$ cat src/rtl/sitcp_rbcp_pkg.sv
// Shared types and constants for the SiTCP RBCP sequencer/router.
package sitcp_rbcp_pkg;
    typedef enum logic [1:0] {
        ST_IDLE  = 2'd0,
        ST_ISSUE = 2'd1,
        ST_WAIT  = 2'd2,
        ST_RESP  = 2'd3
    } state_t;

    localparam int SEL_MSB = 31;
    localparam int SEL_LSB = 28;
    localparam int SEL_W   = SEL_MSB - SEL_LSB + 1;
    localparam int OFS_W   = 28;
    localparam int ERR_W   = 8;

    typedef struct packed {
        logic             we;
        logic [SEL_W-1:0] sel;
        logic [OFS_W-1:0] ofs;
        logic [7:0]       wd;
    } rbcp_req_t;

    function automatic logic [ERR_W-1:0] sat_inc(input logic [ERR_W-1:0] v);
        return (&v) ? v : v + 1'b1;
    endfunction
endpackage

$ cat src/rtl/rbcp_wdog.sv
// Loadable down-counter watchdog; expired flags the cycle the count steps to zero.
module rbcp_wdog (
    input  logic        CLK,
    input  logic        RSTn,
    input  logic        load,
    input  logic [15:0] load_val,
    input  logic        en,
    output logic        expired
);
    logic [15:0] cnt;

    always_ff @(posedge CLK or negedge RSTn) begin
        if (!RSTn)
            cnt <= '0;
        else if (load)
            cnt <= load_val;
        else if (en && cnt != 16'd0)
            cnt <= cnt - 16'd1;
    end

    // Counting down from 1 (or already idle at 0) means time is up this cycle.
    assign expired = en && !load && (cnt <= 16'd1);
endmodule

$ cat src/rtl/sitcp_rbcp_router.sv
// RBCP transaction sequencer: decodes ADDR[31:28] to a slave window, strobes it,
// waits for its ACK under a watchdog and returns one RBCP_ACK pulse.
module sitcp_rbcp_router
    import sitcp_rbcp_pkg::*;
#(
    parameter int N_SLV   = 4,
    parameter int TIMEOUT = 255
) (
    input  logic                 CLK,
    input  logic                 RSTn,
    input  logic                 RBCP_ACT,
    input  logic [31:0]          RBCP_ADDR,
    input  logic                 RBCP_WE,
    input  logic [7:0]           RBCP_WD,
    input  logic                 RBCP_RE,
    output logic                 RBCP_ACK,
    output logic [7:0]           RBCP_RD,
    output logic [OFS_W-1:0]     S_ADDR,
    output logic [7:0]           S_WD,
    output logic [N_SLV-1:0]     S_WE,
    output logic [N_SLV-1:0]     S_RE,
    input  logic [N_SLV-1:0]     S_ACK,
    input  logic [8*N_SLV-1:0]   S_RD,
    output logic                 BUSY,
    output logic [ERR_W-1:0]     ERR_CNT
);
    localparam logic [SEL_W:0] N_SLV_L = 5'(N_SLV);

    state_t           state;
    rbcp_req_t        req;
    logic [SEL_W-1:0] new_sel;
    logic             sel_ok;
    logic [N_SLV-1:0] oh_new;
    logic             ack_sel;
    logic [7:0]       rd_mux;
    logic             wd_expired;

    assign new_sel = RBCP_ADDR[SEL_MSB:SEL_LSB];
    assign sel_ok  = {1'b0, new_sel} < N_SLV_L;
    assign S_ADDR  = req.ofs;
    assign S_WD    = req.wd;

    always_comb begin
        oh_new  = '0;
        ack_sel = 1'b0;
        rd_mux  = 8'h00;
        for (int k = 0; k < N_SLV; k++) begin
            if (new_sel == SEL_W'(k))
                oh_new[k] = 1'b1;
            if (req.sel == SEL_W'(k)) begin
                ack_sel = S_ACK[k];
                rd_mux  = S_RD[8*k +: 8];
            end
        end
    end

    rbcp_wdog u_wdog (
        .CLK      (CLK),
        .RSTn     (RSTn),
        .load     (state == ST_ISSUE),
        .load_val (16'(TIMEOUT)),
        .en       (state == ST_WAIT),
        .expired  (wd_expired)
    );

    always_ff @(posedge CLK or negedge RSTn) begin
        if (!RSTn) begin
            state    <= ST_IDLE;
            req      <= '0;
            S_WE     <= '0;
            S_RE     <= '0;
            RBCP_ACK <= 1'b0;
            RBCP_RD  <= 8'h00;
            BUSY     <= 1'b0;
            ERR_CNT  <= '0;
        end else begin
            S_WE     <= '0;
            S_RE     <= '0;
            RBCP_ACK <= 1'b0;
            case (state)
                ST_IDLE: begin
                    if (RBCP_ACT && (RBCP_WE || RBCP_RE)) begin
                        if (sel_ok) begin
                            req   <= '{we: RBCP_WE, sel: new_sel,
                                       ofs: RBCP_ADDR[OFS_W-1:0], wd: RBCP_WD};
                            S_WE  <= RBCP_WE ? oh_new : '0;
                            S_RE  <= RBCP_WE ? '0 : oh_new;
                            state <= ST_ISSUE;
                            BUSY  <= 1'b1;
                        end else begin
                            // Unmapped window: withhold ACK so SiTCP flags a bus error.
                            ERR_CNT <= sat_inc(ERR_CNT);
                        end
                    end
                end
                ST_ISSUE: begin
                    if (!RBCP_ACT) begin
                        state <= ST_IDLE;
                        BUSY  <= 1'b0;
                    end else begin
                        state <= ST_WAIT;
                    end
                end
                ST_WAIT: begin
                    if (!RBCP_ACT) begin
                        state <= ST_IDLE;
                        BUSY  <= 1'b0;
                    end else if (ack_sel) begin
                        // ACK beats a watchdog expiring in the same cycle.
                        RBCP_RD  <= rd_mux;
                        RBCP_ACK <= 1'b1;
                        state    <= ST_RESP;
                    end else if (wd_expired) begin
                        ERR_CNT <= sat_inc(ERR_CNT);
                        state   <= ST_IDLE;
                        BUSY    <= 1'b0;
                    end
                end
                default: begin
                    state <= ST_IDLE;
                    BUSY  <= 1'b0;
                end
            endcase
        end
    end
endmodule

$ cat config.mk
export PLATFORM = sky130hd
export DESIGN_NAME = sitcp_rbcp_router
export DESIGN_NICKNAME = d
export VERILOG_FILES = /design/src/rtl/sitcp_rbcp_pkg.sv /design/src/rtl/rbcp_wdog.sv /design/src/rtl/sitcp_rbcp_router.sv
export SDC_FILE = /design/constraint.sdc
export NUM_CORES = 1
export LEC_CHECK = 0
export CAP_MARGIN = 20
export CORE_UTILIZATION = 30
export CTS_CLUSTER_DIAMETER = 60
export CTS_CLUSTER_SIZE = 14
export DETAILED_ROUTE_END_ITERATION = 7
export GPL_ROUTABILITY_DRIVEN = 0
export HOLD_SLACK_MARGIN = 0.03
export PLACE_DENSITY = 0.6
export REMOVE_ABC_BUFFERS = 1
export SLEW_MARGIN = 20
export SYNTH_ARGS = -nofsm -noshare
export SYNTH_HDL_FRONTEND = slang
export SYNTH_HIERARCHICAL = 1
export SYNTH_SLANG_ARGS = --single-unit
$ cat constraint.sdc
create_clock -name CLK -period 3.6 [get_ports CLK]
set_input_delay 1.08 -clock CLK [delete_from_list [all_inputs] [get_ports CLK]]
set_output_delay 1.08 -clock CLK [all_outputs]
set_load 0.05 [all_outputs]
## After elaboration in Yosys (flattened, before gate mapping)

Index checks and enable logic that the tools add are counted.

- Register bits after elaboration: 84
- Input bits: 81
- Output and inout port bits: 62
- Logic and storage cells: 97

- $add $sub $neg: 2
- Order comparisons: 2
- Equal/unequal tests: 18
- Muxes and demuxes: 46
- Reductions and logical operators: 18

Operators with widths:

| kind | number |
|---|---|
| 8-bit two-way mux | 10 |
| 16-bit two-way mux | 2 |
| 4-bit two-way mux | 8 |
| 1-bit two-way mux | 17 |
| 4-bit by 2-bit == test with 1-bit output (second input constant) | 4 |
| 16-bit by 1-bit less-or-equal comparator with 1-bit output (second input constant) | 1 |
| 8-bit one-hot mux with 2 select lines | 1 |
| 16-bit nonzero test | 1 |
| 16-bit by 1-bit subtractor with 16-bit output (second input constant) | 1 |
| 2-bit inequality test (second input constant) | 7 |
| 2-bit two-way mux | 6 |
| 3-bit AND reduction | 3 |
| 8-bit by 1-bit adder with 8-bit output (second input constant) | 1 |
| 4-bit by 1-bit == test with 1-bit output (second input constant) | 2 |
| 4-bit zero test | 2 |
| 8-bit AND reduction | 1 |
| 3-bit inequality test (second input constant) | 2 |
| 2-bit one-hot mux with 3 select lines | 1 |
| 6-bit AND reduction | 1 |
| 5-bit AND reduction | 1 |
| 1-bit logical AND | 4 |
| 4-bit by 3-bit < comparator with 1-bit output (second input constant) | 1 |
| 4-bit inequality test (second input constant) | 1 |
| 2-bit nonzero test | 2 |
| other kinds (6) | 6 |

## Logic depth before layout (Yosys ltp)

- Depth after elaboration: 8
- Mapped depth: 8
- Gate-level depth less buffers: 8

## By module

The synthesis kept the hierarchy.

Modules (own cells, without submodules):

| module | times used | cells each | area an instance (um^2) | seq. area each (um^2) |
|---|---|---|---|---|
| sitcp_rbcp_router | 1 | 250 | 3294.4 | 1701.6 |
| rbcp_wdog | 1 | 147 | 1142.3 | 400.4 |

## Worst setup path before layout

OpenSTA, ideal clock, no wires.

- Path kind: register to register
- Start point: register u_wdog.cnt[14]
- End point: register ERR_CNT[1]
- Data arrival time: 2.359 ns
- Slack: 1.113 ns
- Cell stages (with the launch flop): 7
- Path buffers: 0
- Clock period less this slack: 2.487 ns
- Cell sequence: dfrtp_1 > nor4_1 > nand2_1 > nor4_1 > a32oi_2 > a211oi_2 > mux2_1

- Longest elaborated chain between the ends: 4

Ends and longest elaborated chain:

| what | RTL line | source |
|---|---|---|
| start, declared | rbcp_wdog.sv:10 | `logic [15:0] cnt;` |
| start signal, assigned | rbcp_wdog.sv:16 | `cnt <= load_val;` |
| start signal, assigned | rbcp_wdog.sv:18 | `cnt <= cnt - 16'd1;` |
| 16-bit by 1-bit less-or-equal comparator with 1-bit output | rbcp_wdog.sv:22 | `assign expired = en && !load && (cnt <= 16'd1);` |
| 1-bit logical AND | rbcp_wdog.sv:22 |  |
| named net wd_expired | sitcp_rbcp_router.sv:36 | `logic wd_expired;` |
| 2-bit inequality test (no line) | - |  |
| 6-bit AND reduction (no line) | - |  |
| end signal, assigned | sitcp_rbcp_router.sv:92 | `ERR_CNT <= sat_inc(ERR_CNT);` |
| end signal, assigned | sitcp_rbcp_router.sv:114 | `ERR_CNT <= sat_inc(ERR_CNT);` |
| end, declared | sitcp_rbcp_router.sv:25 | `output logic [ERR_W-1:0] ERR_CNT` |

The timed path passes the listed nets, and every way through them passes these cells.
A chain may end at the register's enable or synchronous reset.

## Worst setup path after layout

- Start point: register u_wdog.cnt[9]
- End point: register ERR_CNT[1]

The elaborated chain is that of the path after synthesis.

==> impl_metrics.env <==
export IMPL_p_switching_mw=1.63
export IMPL_dpl_cell_area_um2=5770
export IMPL_r2r_end="ERR_CNT[1]$_DFFE_PN0P_"
export IMPL_synth_compound_area_frac=0.0778
export IMPL_die_area_um2=15300
export IMPL_ys_seq_area_frac=0.474
export IMPL_power_share_sequential=0.350
export IMPL_final_area_um2=6080
export IMPL_io_pins=143
export IMPL_synth_async_reset_ratio=1.00
export IMPL_antenna_found_initial=0
export IMPL_die_h_um=124
export IMPL_rsz0062_at_grt="no"
export IMPL_wl_per_cell_um=14.5
export IMPL_insertion_delay_ns=0.34
export IMPL_post_cts_buffers=0
export IMPL_synth_seq_cells=84
export IMPL_skew_ns=0.00474
export IMPL_cts_tree="done"
export IMPL_worst_path_max_delay_cell="nor4_1"
export IMPL_drc=0
export IMPL_synthSimpleGateAreaFrac=0.166
export IMPL_start_kind="register"
export IMPL_timing_final_crit_share=0.787
export IMPL_r2r_cells=6
export IMPL_synth_fa_ha_area_frac=0.00846
export IMPL_cts_sinks=84
export IMPL_max_freq_ghz=0.353
export IMPL_crit_end="ERR_CNT[1]$_DFFE_PN0P_"
export IMPL_max_stage_delay_ns=0.57
export IMPL_post_cts_resized=0
export IMPL_required_ns=3.82
export IMPL_totalWireLength_um=10200
export IMPL_rrSetupSlack_ns=0.77
export IMPL_die_width_um=124
export IMPL_drtAntennaViolNets=0
export IMPL_fin_nets=598
export IMPL_synth_edff_count=0
export IMPL_num_antenna_cells=0
export IMPL_dr_pass1_iters=4
export IMPL_cts_made_buffers=9
export IMPL_clk_pin_slew_ns=0.06
export IMPL_area_delta_synth_final_pct=37.0
export IMPL_peakVddDrop_uv=368
export IMPL_cts_hold_buf=0
export IMPL_synthCells=397
export IMPL_vias_per_cell=4.75
export IMPL_dp_hpwl_um=7250
export IMPL_critical_path_arrival_ns=3.05
export IMPL_timing_hold_ws_ns=0.486
export IMPL_synthFlopType="dfrtp_1"
export IMPL_vias=3338
export IMPL_layout_drive_gt1_share=0.148
export IMPL_r2r_start="u_wdog/cnt[9]$_DFFE_PN0P_"
export IMPL_io_buffers=142
export IMPL_hp_class="reg2reg"
export IMPL_p_per_area_nw_per_um2=670
export IMPL_final_common_cell="clkdlybuf4s50_1"
export IMPL_critPathMaxFanout=6
export IMPL_drt_iter0_drc=120
export IMPL_cp_cell_sequence="nor4_1 > nand2_1 > nor4_1 > a32oi_2 > a211oi_2 > mux2_1"
export IMPL_synth_area_mux_share=0.158
export IMPL_p_clk_frac=0.232
export IMPL_fin_crit_ns=2.83
export IMPL_overflow=0
export IMPL_cts_max_level=3
export IMPL_ctsLongestPathBuffers=2
export IMPL_root_buffer="clkbuf_16"
export IMPL_grt_pass1_wl_um=16800
export IMPL_syn_area_per_cell_um2=11.2
export IMPL_status="finished clean"
export IMPL_power_total_mw=4.07
export IMPL_ys_types=62
export IMPL_grt_pass1_vias=3441
export IMPL_report_final_slew_viol_count=0
export IMPL_synth_top_family_by_area="simple AND/OR/NAND/NOR gates"
export IMPL_finalSetupTns_ns=0
export IMPL_hold_viol=0
export IMPL_grt_max_degree=85
export IMPL_worstSetupEndpointType="register"
export IMPL_p_leak_nw=2.43
export IMPL_final_util=0.420
export IMPL_netlist_area_um2=4440
export IMPL_worstSetupPathType="reg2reg"
export IMPL_cp_common_cell="nor4_1"
export IMPL_internal_power_mw=2.44
export IMPL_maxSlewHeadroom=0.484
export IMPL_grt_usage=0.142
export IMPL_layout_common_cells="141 x clkdlybuf4s50_1, 84 x dfrtp_1, 38 x mux2_2"
export IMPL_timing_critical_path_from="u_wdog/cnt[9]$_DFFE_PN0P_"
export IMPL_netSwitchingFraction=0.400
export IMPL_core_area_um2=14500
export IMPL_rows=44
export IMPL_worst_slew_pin_slew_ns=0.774
export IMPL_combinationalPowerShare=0.417
export IMPL_synth_xor_area_share=0.00987
export IMPL_setup_viol=0
export IMPL_ys_warn_count=6
export IMPL_max_cap_violations=0
export IMPL_initial_core_util=0.306
-- metrics by stage --
stage / setup WS, ns / instances
floorplan: 0.636 / 358
global placement: 0.587 / 687
detailed placement: 0.494 / 687
CTS: 0.802 / 703
global route: 0.591 / 703
finish: 0.767 / 703
-- power groups by stage --
stage / logic, mW / registers (mW) / clock network (mW)
after floorplan: 0.436 / 2.07 / 0
after global placement: 1.69 / 1.43 / 0
after detailed placement: 1.71 / 1.44 / 0
after CTS: 1.71 / 1.43 / 0.977
after global routing: 1.80 / 1.47 / 1.01
final: 1.70 / 1.43 / 0.946
-- cells in the mapped netlist, types with 2 or more instances --
library cell  instances  area [um^2]
a21oi_1               8         40.0
a31oi_1               8         50.1
and3_1                4         25.0
buf_4                37          278
buf_6                 7         78.8
clkbuf_1              7         26.3
conb_1                2         7.51
dfrtp_1              84         2100
ha_1                  3         37.5
inv_1                16         60.1
mux2_1                3         33.8
mux2_2               38          428
mux2i_1               4         40.0
mux4_1                5          131
mux4_2                3         67.6
nand2_1              23         86.3
nand2b_1              7         43.8
nand3_1              16         80.1
nand4_1               7         43.8
nor2_1               23         86.3
nor2b_1               3         18.8
nor3_1               10         50.1
nor3b_1               2         15.0
nor4_1                8         50.1
o21ai_0              16         80.1
o311ai_0              4         35.0
o31ai_1               2         15.0
or2_2                 3         18.8
or3_1                 5         31.3
or4_1                 4         30.0
xnor2_1               4         35.0
-- cell families after synthesis --
| family | Yosys count |
|---|---|
| AND/OR/NAND/NOR | 130 |
| flip-flops | 84 |
| buffers and inverters | 69 |
| multiplexers | 53 |
| AO/OA/AOI/OAI | 51 |
| XOR/XNOR | 5 |
| adder cells (fa/ha/maj) | 3 |
| other | 2 |
-- routing by layer --
metal  wire length [um]  GRT usage  part of all wire
met2               4890      0.219              0.48
met4                172     0.0527             0.017
met5                  0          0                 0
met1               4250      0.179              0.42
met3                847     0.0559             0.083
-- area by class of cell --
class	instances	area (um^2)
clock buffer	13	260
tap	184	230
timing repair buffer	145	1460
sequential	84	2100
inverter	16	60.1
fill	1380	8400
clock inverter	3	45.0
multi-input combinational	258	1920
-- worst min-delay path by stage --
stage | from | end | slack, ns | cells after the start
4_1_cts | S_WD[2]$_DFFE_PN0P_ | S_WD[2]$_DFFE_PN0P_ | 0.49 | 1
6_report | S_WD[2]$_DFFE_PN0P_ | S_WD[2]$_DFFE_PN0P_ | 0.49 | 1
2_1_floorplan | req[39]$_DFFE_PN0P_ | req[39]$_DFFE_PN0P_ | 0.50 | 1
3_3_place_gp | S_WD[2]$_DFFE_PN0P_ | S_WD[2]$_DFFE_PN0P_ | 0.47 | 1
5_1_grt | S_WD[5]$_DFFE_PN0P_ | S_WD[5]$_DFFE_PN0P_ | 0.52 | 1
3_5_place_dp | S_WD[2]$_DFFE_PN0P_ | S_WD[2]$_DFFE_PN0P_ | 0.48 | 1
-- critical path, delay by kind of cell (launching register included) --
kind / cells / cell delay [ns]
AO/OA/AOI/OAI: 2 / 0.70
flip-flops: 1 / 0.43
multiplexers: 1 / 0.36
AND/OR/NAND/NOR: 3 / 1.22
-- flip-flops by register name, summed over array words and instances (netlist names) --
| register | cells |
|---|---|
| req | 4 |
| RBCP_RD | 8 |
| BUSY | 1 |
| S_WE | 4 |
| ERR_CNT | 8 |
| u_wdog/cnt | 16 |
| S_WD | 8 |
| S_RE | 4 |
| RBCP_ACK | 1 |
| state | 2 |
| S_ADDR | 28 |
Power figures use the tool's default switching activity.
